===== config.mk =====
export PLATFORM = sky130hd
export DESIGN_NAME = rf_scoreboard
export DESIGN_NICKNAME = d
export VERILOG_FILES = /design/src/rtl/rf_scoreboard.sv
export SDC_FILE = /design/constraint.sdc
export NUM_CORES = 2
export LEC_CHECK = 0
export BUFFER_PORTS_ARGS = -buffer_cell sky130_fd_sc_hd__buf_2
export CORE_MARGIN = 1.5
export CORE_UTILIZATION = 60
export DETAILED_ROUTE_END_ITERATION = 6
export PLACE_DENSITY = 0.77
export SLEW_MARGIN = 20
export SYNTH_ARGS = -nofsm -noshare
export SYNTH_HDL_FRONTEND = slang
export SYNTH_SLANG_ARGS = --single-unit

===== constraint.sdc =====
create_clock -name clk -period 97.1 [get_ports clk]
set_clock_uncertainty 0.1 [all_clocks]
set_input_delay 24.275 -clock clk [delete_from_list [all_inputs] [get_ports clk]]
set_output_delay 24.275 -clock clk [all_outputs]
set_load 0.03 [all_outputs]

===== src/rtl/rf_scoreboard.sv =====
// rf_scoreboard
//   Parametrised register file with a per-register pending-write scoreboard.
//   Decode reads operands and marks destinations as pending at issue.
//   Writeback stores results and clears the pending mark.
//   pend_cnt tracks how many registers are currently pending.
//   Register 0 is hard-wired to zero and can never be marked pending.
//
// Optional feature (compile-time macro RF_BYPASS_EN):
//   When defined, a read of the register being written on this cycle returns
//   wdata combinationally, and that port's rbusy is forced low.
//   When undefined, reads return the stored value only.
//
// Ports
//   clk        in   clock, rising edge
//   rst        in   asynchronous active-high reset (clears data and scoreboard)
//   we         in   writeback enable
//   waddr      in   writeback register
//   wdata      in   writeback data
//   raddr      in   NREAD packed read addresses, port 0 in LSBs
//   rdata      out  NREAD packed read data, combinational
//   rbusy      out  per-port pending flag of the addressed register, combinational
//   issue_en   in   decode issued an instruction writing issue_addr
//   issue_addr in   destination register of the issued instruction
//   flush      in   discard all pending marks
//   pend_cnt   out  number of pending registers, registered
module rf_scoreboard #(
  parameter int DATA_W = 32,
  parameter int ADDR_W = 5,
  parameter int NREAD  = 2
) (
  input  logic                    clk,
  input  logic                    rst,
  input  logic                    we,
  input  logic [ADDR_W-1:0]       waddr,
  input  logic [DATA_W-1:0]       wdata,
  input  logic [NREAD*ADDR_W-1:0] raddr,
  output logic [NREAD*DATA_W-1:0] rdata,
  output logic [NREAD-1:0]        rbusy,
  input  logic                    issue_en,
  input  logic [ADDR_W-1:0]       issue_addr,
  input  logic                    flush,
  output logic [ADDR_W:0]         pend_cnt
);

  localparam int DEPTH = 2 ** ADDR_W;

  logic [DATA_W-1:0] mem_r [DEPTH];
  logic [DEPTH-1:0]  busy_r;
  logic [DEPTH-1:0]  busy_nxt_s;
  logic [DEPTH-1:0]  set_mask_s;
  logic [DEPTH-1:0]  clr_mask_s;
  logic [ADDR_W:0]   pend_cnt_r;
  logic [ADDR_W:0]   cnt_nxt_s;
  logic              wr_s;
  logic              issue_set_s;
  logic              wr_clr_s;
  logic              inc_s;
  logic              dec_s;

  // Scoreboard next state: flush wins, then issue-set, then write-clear.
  always_comb begin
    wr_s        = we && (waddr != {ADDR_W{1'b0}});
    issue_set_s = issue_en && (issue_addr != {ADDR_W{1'b0}});
    // A write to the register being re-issued on the same edge must not clear
    // it: the newly issued instruction is now the outstanding producer.
    wr_clr_s    = wr_s && !(issue_set_s && (issue_addr == waddr));
    set_mask_s  = {{(DEPTH-1){1'b0}}, issue_set_s} << issue_addr;
    clr_mask_s  = {{(DEPTH-1){1'b0}}, wr_clr_s} << waddr;
    // Count only real transitions so pend_cnt stays equal to popcount(busy).
    inc_s       = issue_set_s && !busy_r[issue_addr];
    dec_s       = wr_clr_s && busy_r[waddr];
    if (flush) begin
      busy_nxt_s = {DEPTH{1'b0}};
      cnt_nxt_s  = {(ADDR_W+1){1'b0}};
    end else begin
      busy_nxt_s = (busy_r & ~clr_mask_s) | set_mask_s;
      cnt_nxt_s  = pend_cnt_r + {{ADDR_W{1'b0}}, inc_s} - {{ADDR_W{1'b0}}, dec_s};
    end
  end

  // Scoreboard and pending counter registers.
  always_ff @(posedge clk or posedge rst) begin
    if (rst) begin
      busy_r     <= {DEPTH{1'b0}};
      pend_cnt_r <= {(ADDR_W+1){1'b0}};
    end else begin
      busy_r     <= busy_nxt_s;
      pend_cnt_r <= cnt_nxt_s;
    end
  end

  // Register storage; entry 0 is never written so it stays zero.
  always_ff @(posedge clk or posedge rst) begin
    if (rst) begin
      for (int i = 0; i < DEPTH; i++) begin
        mem_r[i] <= {DATA_W{1'b0}};
      end
    end else if (wr_s) begin
      mem_r[waddr] <= wdata;
    end
  end

  assign pend_cnt = pend_cnt_r;

  for (genvar k = 0; k < NREAD; k++) begin : g_rd
    logic [ADDR_W-1:0] ra_s;
    logic              hit_s;

    assign ra_s = raddr[k*ADDR_W +: ADDR_W];
`ifdef RF_BYPASS_EN
    // Forwarding is suppressed during reset so every port reads zero.
    assign hit_s = !rst && wr_s && (waddr == ra_s);
`else
    assign hit_s = 1'b0;
`endif
    assign rdata[k*DATA_W +: DATA_W] = (ra_s == {ADDR_W{1'b0}}) ? {DATA_W{1'b0}} :
                                       hit_s ? wdata : mem_r[ra_s];
    // Forwarded data is final, so the port no longer needs to stall.
    assign rbusy[k] = busy_r[ra_s] & ~hit_s;
  end

endmodule


# Word level (Yosys, flattened, before mapping)
# Index checks and enable logic that the tools add are counted.
# op_classes
add_sub_neg,2
n_mul,0
div_mod_pow,0
order_cmp,8
n_eq_ne,1
n_shift,2
mux,21
bitwise_logic,6
reduce_logical,13
# op_table
cell,n
1024-bit bitwise mux,1
32-bit binary-select mux with 5-bit select,2
32-bit 2-to-1 mux,8
32-bit demux with 5-bit select,1
1-bit by 5-bit left shift with 32-bit output,2
32-bit bitwise AND,1
32-bit inverter,1
32-bit OR,1
"5-bit by 6-bit < comparator with 1-bit output, second input constant",4
1-bit binary-select mux with 5-bit select,4
"6-bit greater-or-equal comparator, second input constant",3
5-bit inverter with 6-bit output,3
5-bit logical NOT,2
5-bit nonzero test,2
1-bit logical AND,7
6-bit by 1-bit adder with 6-bit output,1
"6-bit by 1-bit < comparator with 1-bit output, second input constant",1
6-bit 2-to-1 mux,1
6-bit by 1-bit subtractor with 6-bit output,1
5-bit == test,1
1-bit 2-to-1 mux,4
1-bit logical NOT,2
# word_totals
register_bits,1062
latch_bits,0
mem_bits_rw,0
rom_bits,0
in_bits,57
output_inout_bits,72
word_cells,87
memories,0

# Depth between registers and ports, before layout
# depth
depth_word,10
depth_mapped,14
ltp_nobuf,12

# Worst setup path after synthesis
# OpenSTA, ideal clock, no wires.
# synth_path
path_kind,input-to-output
from,input raddr[1]
to,output rdata[11]
arrival_time_ns,26.350
required_ns,72.725
setup_slack_ns,46.375
path_stages,8
n_path_buf,5
path_cell_list,buf_2 -> buf_2 -> buf_4 -> buf_4 -> clkbuf_1 -> mux4_2 -> mux2i_1 -> a221oi_1
# synth_via
elab_chain_cells,5
word_cells_on_any_way,6
cone_classes,mux (4); bitwise (1); reduce/logical (1)
# synth_lines
element,line_no,rtl
start: declaration,36,"input logic [NREAD*ADDR_W-1:0] raddr,"
5-bit inverter with 6-bit output (implied by the code),117,hit_s ? wdata : mem_r[ra_s];
32-bit binary-select mux with 5-bit select,117,
32-bit 2-to-1 mux (implied by the code) (2 in series),117,
32-bit 2-to-1 mux *,116,assign rdata[k*DATA_W +: DATA_W] = (ra_s == {ADDR_W{1'b0}}) ? {DATA_W{1'b0}} :
end: declaration,37,"output logic [NREAD*DATA_W-1:0] rdata,"
# Mark *: on every way between the ends. The rest lies on a longest branch, timed or not. The select of a mux whose other input is x is not followed.

# Worst setup path after layout
# layout_path
from,input raddr[6]
to,output rdata[34]
# Same word-level chain as after synthesis.

==> key figures <==
Route
  – M1 wire length: around 60 mm
  – 1st-iter DRT viols: roughly 3600
  – Met3 WL: ~16 mm
  – Antenna Nets Post-Route: 0
  – WL final: 165 mm
  – Via density: 7.32
  – Drt pass-1 iters: 5
  – WL met2: between 70 and 80 mm
  – DR vias: ~35000
  – Top routing layer used: met5
  – Remaining DRCs: 0
  – Wire length per cell: 34.3 um

Floorplanning
  – DIE HEIGHT: about 310 um
  – Chip width: between 300 and 400 um
  – Die ar.: 96300 um2
  – IO Count: 129
  – Cell Rows: 112
  – Initial Util: 60.6%
  – Core ar.: 93500 um2

Pwr
  – Total Power: about 1300 uW
  – Power per cell area: about 21 nW/um2
  – VDD IR-drop max: 0.0154 mV
  – Leakage power: around 0.027 uW

Synth
  – Average size of a mapped cell: 15.8 um2
  – Top-count cell post-synth: dfrtp_1
  – Synth Instances: about 3600
  – Net count after synthesis: 3646
  – Ys flop type: dfrtp_1
  – Top-area cell type share of the netlist area: between 40% and 50%
  – Synth area leader: dfrtp_1
  – Ys Warns: 0
  – Synth cell count leaders: 1062 x dfrtp_1, 994 x mux2_2, 611 x mux4_2
  – Synth cell types: 43
  – Async SR Flop Fraction: between 90% and 100%
  – Sequential share of the synthesized area: 46.9%
  – Post-synth EDFFs: 0
  – Netlist Area Pre-Place: between 50000 and 60000 um2
  – Seq cells post-synth: around 1100
  – Dominant cells by area after synthesis: dfrtp_1 47%, mux4_2 24%, mux2_2 20%

Worst setup path
  – Register-to-Register Path Depth: 12
  – Startpoint Class: input port
  – WP data required: 72.73 ns
  – CP max FO: 88
  – CP top delay family: buffers and inverters
  – Slowest cell on the critical path: buf_4
  – Crit path depth: 9
  – CP Cell Sequence: buf_8, buf_4, buf_4, buf_4, mux4_2, mux4_2, inv_1, a221oi_1, buf_2
  – Crit path from: raddr[6]
  – Slowest stage delay, CP: 0.84 ns
  – R2R Path End: pend_cnt[4]
  – Setup slack, reg-to-reg: just over 90 ns
  – Setup crit end kind: output pin
  – Worst Path Buf+Inv: 6
  – Worst EP arrival: roughly 29 ns
  – Crit path top cell by count: buf_4
  – Worst setup path end: rdata[34]
  – WS Path Type: in2out
  – FF-to-FF Start: busy_r[21]

Layout
  – Layout cells sized above 1: between 50% and 60%
  – Area grow syn2layout: 8.58%
  – Layout Nets: between 3000 and 4000
  – Fillers: 6301
  – Final Util: between 60% and 70%

Clock tree
  – Post-CTS setup buffer count: 0
  – Htree depth: 3
  – Sink Count: ~1100
  – TritonCTS Buffers: 109
  – Worst-Skew Late Latency: ~0.69 ns
  – Hold bufs inserted after CTS: 0
  – CTS tree: yes
  – Cts repair resizes: 0
  – Clock Path Buffers: 3
  – Clock Pin Slew Worst Setup and Hold Paths: roughly 0.06 ns
  – Root buffer cell: clkbuf_16

Placed design
  – Placer Congestion: 0.895
  – Detailed Place HPWL: just over 90 mm
  – Number of I/O port buffers: 128

Timing
  – Fin crit share: approximately 55%
  – Worst slew margin: about a fifth
  – Fin. Hold Viols: 0
  – Worst-Margin Slew: about 1.2 ns
  – Post-route setup TNS: 0 ns
  – Slew Viols, Final: 0
  – Final setup violating endpoints: 0
  – Crit path time final: between 50 and 60 ns
  – RSZ-0062 raised after global routing: no
  – Fmax achieved: roughly 19 MHz

Run
  – Max-Cap Viols: 0

Global routing
  – Grt total ovfl: 0
  – First-pass GRT wire length: approximately 250 mm
  – Number of global-route vias before repair: ~38000
  – Initial antenna violation count: 9
  – Gr usage total: 35.3%
  – Pin count of the biggest net entering global routing: about 180

Worst hold path
  – Hold Crit Class: reg2reg

Status
  – Outcome: completed
## layout by cell type (no fill, tap or decap), drive strengths merged, types with 6 or more instances in the layout
cell,n
clkinv,21
nand2b,7
nor2b,7
bufinv,6
o221ai,65
mux2i,70
inv,86
nand2,20
clkbuf,167
mux2,994
dfrtp,1062
nand3b,8
nor2,68
nand3,8
mux4,611
buf,200
a221oi,64
ha,6
o22a,12
a21oi,23
## power breakdown
group / internal [uW] / total [uW] / switching [uW]
sequential: 525 / 585 / 60.1
combinational: 160 / 275 / 115
clock: 246 / 424 / 178
total: 931 / 1280 / 353
## kinds of logic after synthesis
group / after synthesis / synth area share, %
muxes: 1675 / 45.3
DFF: 1062 / 46.9
buffers and inverters: 509 / 3.73
AOI/OAI and AO/OA: 174 / 2.53
and+or+nand+nor: 146 / 1.28
xor gates and xnor gates: 9 / 0.139
adders and majority gates: 7 / 0.168
## flip-flops by register name, summed over array words and instances, names as in the netlist
| name | flops |
|---|---|
| pend_cnt | 6 |
| busy_r | 32 |
| mem_r | 1024 |
## worst min-delay path by stage
stage                     start  cells past startpoint  slack (ns)           to
floorplan           mem_r[1000]                      1        0.34  mem_r[1000]
finish              mem_r[1003]                      0        0.30  mem_r[1003]
global placement     mem_r[994]                      0        0.28   mem_r[994]
detailed placement  mem_r[1004]                      0        0.28  mem_r[1004]
global route         mem_r[995]                      0        0.31   mem_r[995]
CTS                  mem_r[995]                      0        0.30   mem_r[995]
## layout make-up
cell class	count	area [um2]	area share [%]
tap	1254	1570	2.55
clock buffer	167	3260	5.30
sequential	1062	26600	43.2
multi-input combinational	2011	28200	45.8
clock inverter	29	325	0.529
inverter	84	323	0.525
antenna	4	10.0	0.0163
timing repair buffer	200	1310	2.13
## per-stage QoR
| stage | hold WS, ns | std cells | instance area [um2] | setup WS, ns |
|---|---|---|---|---|
| 5_1_grt | 0.312 | 4809 | 61500 | 43.48 |
| 3_5_place_dp | 0.284 | 4611 | 57900 | 43.70 |
| 2_1_floorplan | 0.341 | 3582 | 56700 | 42.83 |
| 3_3_place_gp | 0.276 | 4611 | 57900 | 43.74 |
| 6_report | 0.298 | 4811 | 61500 | 43.57 |
| 4_1_cts | 0.297 | 4807 | 61500 | 43.70 |
## layer usage
layer,track usage (%),vias to the layer above
met4,18.4,10
met2,55.3,1925
met5,0,-
met3,9.41,610
met1,45.8,18933
li1,-,13749
No activity file was read; power rests on OpenSTA's default activity.
